===== src/rtl/prog_loader.sv =====
// Byte-serial program loader: assembles strobed pin bytes into instruction words,
// writes them to instruction memory and holds the core in reset while loading.
module prog_loader #(
    parameter int WIDTH  = 16,
    parameter int ADDR_W = 8
) (
    input  logic              clk,
    input  logic              rst,
    input  logic [7:0]        data_in,
    input  logic              strobe,
    input  logic              load_mode,
    output logic              imem_we,
    output logic [ADDR_W-1:0] imem_addr,
    output logic [WIDTH-1:0]  imem_wdata,
    output logic              cpu_rst,
    output logic              byte_ack,
    output logic [ADDR_W:0]   word_count,
    output logic              overflow
);

    localparam int BPW   = WIDTH / 8;
    localparam int IDX_W = (BPW > 1) ? $clog2(BPW) : 1;
    localparam logic [IDX_W-1:0]  LAST_IDX  = IDX_W'(BPW - 1);
    localparam logic [ADDR_W-1:0] LAST_ADDR = '1;
    localparam logic [ADDR_W:0]   MAX_COUNT = {1'b1, {ADDR_W{1'b0}}};

    typedef enum logic [2:0] {
        S_IDLE,
        S_LOAD,
        S_WRITE,
        S_FULL,
        S_RELEASE
    } state_t;

    state_t             r_state;
    logic               r_stb_s1, r_stb_s2, r_stb_s3;
    logic               r_lm_s1, r_lm_s2;
    logic [IDX_W-1:0]   r_idx;
    logic               r_rel;
    logic [WIDTH-1:0]   r_word;
    logic               r_we;
    logic [ADDR_W-1:0]  r_addr;
    logic               r_cpu_rst;
    logic               r_ack;
    logic [ADDR_W:0]    r_count;
    logic               r_ovf;

    logic               w_stb_edge;
    logic               w_lm;

    // A held strobe produces a single edge; s3 only exists for edge detection.
    assign w_stb_edge = r_stb_s2 & ~r_stb_s3;
    assign w_lm       = r_lm_s2;

    function automatic logic [WIDTH-1:0] put_lane(input logic [WIDTH-1:0] word,
                                                  input logic [IDX_W-1:0] idx,
                                                  input logic [7:0]       b);
        logic [WIDTH-1:0] w;
        w = word;
        for (int i = 0; i < BPW; i++) begin
            if (IDX_W'(i) == idx) w[i*8 +: 8] = b;
        end
        return w;
    endfunction

    function automatic logic [ADDR_W:0] sat_inc(input logic [ADDR_W:0] c);
        return (c == MAX_COUNT) ? c : c + 1'b1;
    endfunction

    always_ff @(posedge clk) begin
        if (rst) begin
            r_state   <= S_IDLE;
            r_stb_s1  <= 1'b0;
            r_stb_s2  <= 1'b0;
            r_stb_s3  <= 1'b0;
            r_lm_s1   <= 1'b0;
            r_lm_s2   <= 1'b0;
            r_idx     <= '0;
            r_rel     <= 1'b0;
            r_word    <= '0;
            r_we      <= 1'b0;
            r_addr    <= '0;
            r_cpu_rst <= 1'b1;
            r_ack     <= 1'b0;
            r_count   <= '0;
            r_ovf     <= 1'b0;
        end else begin
            r_stb_s1 <= strobe;
            r_stb_s2 <= r_stb_s1;
            r_stb_s3 <= r_stb_s2;
            r_lm_s1  <= load_mode;
            r_lm_s2  <= r_lm_s1;
            r_we     <= 1'b0;
            r_ack    <= 1'b0;

            case (r_state)
                S_IDLE: begin
                    if (w_lm) begin
                        r_state   <= S_LOAD;
                        r_cpu_rst <= 1'b1;
                        r_addr    <= '0;
                        r_idx     <= '0;
                        r_count   <= '0;
                        r_ovf     <= 1'b0;
                    end else begin
                        r_cpu_rst <= 1'b0;
                    end
                end

                // FULL keeps assembling so the host sees acks, but never writes.
                S_LOAD, S_FULL: begin
                    if (!w_lm) begin
                        r_state <= S_RELEASE;
                        r_rel   <= 1'b0;
                        r_idx   <= '0;
                    end else if (w_stb_edge) begin
                        r_word <= put_lane(r_word, r_idx, data_in);
                        r_ack  <= 1'b1;
                        if (r_idx == LAST_IDX) begin
                            r_idx <= '0;
                            if (r_state == S_LOAD) begin
                                r_state <= S_WRITE;
                                r_we    <= 1'b1;
                            end else begin
                                r_ovf <= 1'b1;
                            end
                        end else begin
                            r_idx <= r_idx + 1'b1;
                        end
                    end
                end

                S_WRITE: begin
                    r_count <= sat_inc(r_count);
                    r_rel   <= 1'b0;
                    if (r_addr == LAST_ADDR) begin
                        r_state <= w_lm ? S_FULL : S_RELEASE;
                    end else begin
                        r_addr  <= r_addr + 1'b1;
                        r_state <= w_lm ? S_LOAD : S_RELEASE;
                    end
                end

                S_RELEASE: begin
                    if (r_rel) begin
                        r_state   <= S_IDLE;
                        r_cpu_rst <= 1'b0;
                    end else begin
                        r_rel <= 1'b1;
                    end
                end

                default: r_state <= S_IDLE;
            endcase
        end
    end

    assign imem_we    = r_we;
    assign imem_addr  = r_addr;
    assign imem_wdata = r_word;
    assign cpu_rst    = r_cpu_rst;
    assign byte_ack   = r_ack;
    assign word_count = r_count;
    assign overflow   = r_ovf;

endmodule

===== config.mk =====
export PLATFORM = sky130hd
export DESIGN_NAME = prog_loader
export DESIGN_NICKNAME = d
export VERILOG_FILES = /design/src/rtl/prog_loader.sv
export SDC_FILE = /design/constraint.sdc
export NUM_CORES = 1
export LEC_CHECK = 0
export ABC_CLOCK_PERIOD_IN_PS = 4300
export CAP_MARGIN = 20
export CORE_MARGIN = 2
export CORE_UTILIZATION = 52
export DETAILED_ROUTE_END_ITERATION = 12
export PLACE_DENSITY_LB_ADDON = 0.1
export SLEW_MARGIN = 25
export SYNTH_ARGS = -nofsm -noshare
export SYNTH_HDL_FRONTEND = slang
export SYNTH_SLANG_ARGS = --single-unit

===== constraint.sdc =====
create_clock -name clk -period 4.3 [get_ports clk]
set_input_delay 0.645 -clock clk [delete_from_list [all_inputs] [get_ports clk]]
set_output_delay 0.645 -clock clk [all_outputs]
set_load 0.02 [all_outputs]

==> summary.md <==
| Metric | Value |
|---|---|
| Vias per Instance | 5.537 |
| Cell with the most instances after synthesis | dfxtp_1 |
| GPL Wtd Cong | 0.8174 |
| Routed WL per cell | 13.18 um |
| Setup Fix Bufs, Post-CTS | 0 |
| Critical Path Fanout Max | 22 |
| Setup TNS | 0 ns |
| Mapped Nets | 236 |
| Num rows | 22 |
| Ant. Diodes | 0 |
| Final setup skew | 0.007711 ns |
| Final-report max-slew violation count | 0 |
| Synth cell count leaders | 47 x dfxtp_1, 30 x nor2_1, 16 x mux2i_1, 13 x nand2_1, 12 x a21oi_1 |
| Largest vdd supply drop | 0.2228 mV |
| Worst stage delay on the critical path | 0.71 ns |
| Clock sinks | 47 |
| Clock slew seen by the registers of the worst setup and hold paths | 0.08 ns |
| Layout cells sized above 1 | 5.618% |
| DP Wirelength | 2908 um |
| Normalized max-slew margin | 43.13% |
| Root buf cell | clkbuf_8 |
| Detail Route Antenna Nets | 0 |
| Die area | 0.004352 mm^2 |
| GRT busiest layer | met2 |
| Post-Syn Area per Cell | 9.036 um^2 |
| Fin util | 70.25% |
| Setup violators final | 0 |
| Met3 Use GR | 5.963% |
| CP cell instances | clkdlybuf4s50_1 > buf_4 > nor2_1 > o21ai_1 > o2bb2a_1 |
| Die Wd | 65.97 um |
| I/O Pins | 49 |
| Final Hold Vio Count | 0 |
| Origin of the worst setup path | rst |
| Gr ovfl total | 0 |
| CP Launch Type | input port |
| Max Clk Rate | 0.4503 GHz |
| Final wirelength | 4153 um |
| Synth warnings | 0 |
| Vias | 1744 |
| Part of the Yosys area used for sequential elements | 47.12% |
| Antenna violations before repair | 0 |
| Area delta synth->final | 29.76% |
| CP endpoint kind | flip-flop |
| Reg2reg start | r_state[0]$_SDFFE_PP0P_ |
| CP max-delay cell | clkdlybuf4s50_1 |
| CP Class | in -> reg |
| CTS Buf Count | 5 |
| EDFF count, synth | 0 |
| Top area cells in the synthesized netlist | dfxtp_1 47%, mux2i_1 8.0%, nor2_1 5.6% |
| Cts repair resizes | 0 |
| Register bit total from synthesis | 47 |
| Nets | 282 |
| Post-Place Cells | 308 |
| Core box area | 0.003689 mm^2 |
| Primary FF master, synth | dfxtp_1 |
| Netlist Area Pre-Place | 0.001997 mm^2 |
| Vias in the first global route | 1529 |
| 1st-iter DRT viols | 106 |
| Routing usage on met2 | 33.84% |
| Met1 Resource Use GR | 26.28% |
| Worst Path Arrival | 2.41 ns |
| FFs w/ async S/R, synth | 0% |
| Initial Utilization | 54.14% |
| Largest net degree at the start of global routing | 23 |
| PwrDens | 323.7 mW/mm^2 |
| Global-route usage over all layers | 20.77% |
| DRC violations left | 0 |
| HP Start | r_lm_s1$_SDFF_PP0_ |
| RSZ-0062 raised after global routing | false |
| Final Non-Filler Cells | 315 |
| Clk Latency, worst-skew pair | 0.30 ns |
| Pre-CTS WS | 1.776 ns |
| Post-route setup slack | 2.079 ns |
| Total power | 838.8 uW |
| Clock tree buffer depth | 2 |
| Synth top area share | 47.12% |
| Worst-Margin Slew | 0.8484 ns |
| Critical Path RT | 4.49 ns |
| Hold WC Path Type | reg -> reg |
| Gate Count Post-Synth | 221 |
| # hold bufs at CTS | 0 |
| Yosys cell types | 45 |
| Die Height | 65.97 um |
| H-tree depth | 2 |
| Global-route wire length before repair | 6941 um |
| P_leak | 0.0009344 uW |
| Area leader, netlist | dfxtp_1 |
| MaxCap Viol Count | 0 |
| Fin crit period | 2.221 ns |
| Port bufs | 48 |
| Status | complete, no violations |
| Drt pass-1 iters | 4 |
| Number of fill cells | 325 |
| Final period utilization | 51.64% |
| TritonCTS clock tree | built |
[routing by layer]
metal	up-vias	share of wire, %	routed length [um]
met4	0	1.2	51
met1	820	46	1898
li1	866	-	-
met5	-	0	0
met3	6	5.8	239
met2	52	47	1962
[critical path: cells and delay by family]
family | cells | cell delay (ns)
AOI/OAI and AO/OA | 2 | 0.60
buffers and inverters | 2 | 1.04
and+or+nand+nor | 1 | 0.13
[path summary, 6_finish.rpt]
check,endpoint,slack (ns),cells past startpoint
worst max-delay path,imem_addr[7]$_SDFFE_PP0P_,2.08,5
worst min-delay path,r_lm_s2$_SDFF_PP0_,0.44,1
worst max register to register,imem_wdata[6]$_SDFFE_PP0P_,2.33,4
worst min register to register,r_lm_s2$_SDFF_PP0_,0.44,1
[registers in the layout (all words and copies together) (netlist names)]
register and cells:
imem_we 1, r_stb_s1 1, imem_addr 8, r_rel 1, r_state 3, r_stb_s3 1, r_lm_s2 1, r_lm_s1 1
overflow 1, r_idx 1, byte_ack 1, r_stb_s2 1, imem_wdata 16, cpu_rst 1, word_count 9
[logic make-up (layout without fill, tap and decap cells)]
family                     Yosys count  in the layout  share of synthesized area [%]
xor gates and xnor gates             4              4                          1.754
and+or+nand+nor                     90             90                          23.43
adders and majority gates            3              3                          1.880
DFF                                 47             47                          47.12
muxes                               17             17                          8.584
AOI/OAI and AO/OA                   40             40                          12.53
buffers and inverters               20             66                          4.699
[final cells by class]
| type | instances | area, um^2 | area share (%) |
|---|---|---|---|
| Inverter | 10 | 37.54 | 1.449 |
| Multi-Input combinational cell | 154 | 962.2 | 37.13 |
| Sequential cell | 47 | 940.9 | 36.31 |
| Timing Repair Buffer | 49 | 488.0 | 18.83 |
| Clock inverter | 1 | 30.03 | 1.159 |
| Clock buffer | 6 | 72.57 | 2.801 |
| Tap cell | 48 | 60.06 | 2.318 |
[placed cells by master, fill, tap and decap left out, types with 2 or more instances in the layout]
cell,Yosys,layout
xnor2_1,4,4
a311oi_1,2,2
inv_1,10,10
nor3_1,6,6
o21ai_0,8,8
nor4_1,2,2
nor2_1,30,30
mux2i_1,16,16
dfxtp_1,47,47
clkdlybuf4s50_1,0,48
or2_2,2,2
nand2_1,13,13
a31oi_1,4,4
nor4b_1,2,2
o21a_1,2,2
nand3_1,9,9
ha_1,3,3
o31ai_1,3,3
nor2b_1,6,6
a41oi_1,2,2
a21oi_1,12,12
nand3b_1,2,2
clkbuf_8,0,5
nand4_1,3,3
or3_1,4,4
[stage by stage]
| step | hold slack (ns) | area (um^2) |
|---|---|---|
| 3_5_place_dp | 0.4280 | 2489 |
| 5_1_grt | 0.4661 | 2591 |
| 3_3_place_gp | 0.4208 | 2489 |
| 2_1_floorplan | 0.4138 | 1997 |
| 4_1_cts | 0.4509 | 2591 |
| 6_report | 0.4424 | 2591 |
[power breakdown]
group | leakage (uW) | total (uW) | switching, uW | internal, uW
sequential | 0.000381 | 456 | 11.9 | 444
combinational | 0.000503 | 73.8 | 40.0 | 33.8
clock | 0.0000513 | 309 | 139 | 170
Note: power is estimated with default switching activity, not from simulation.
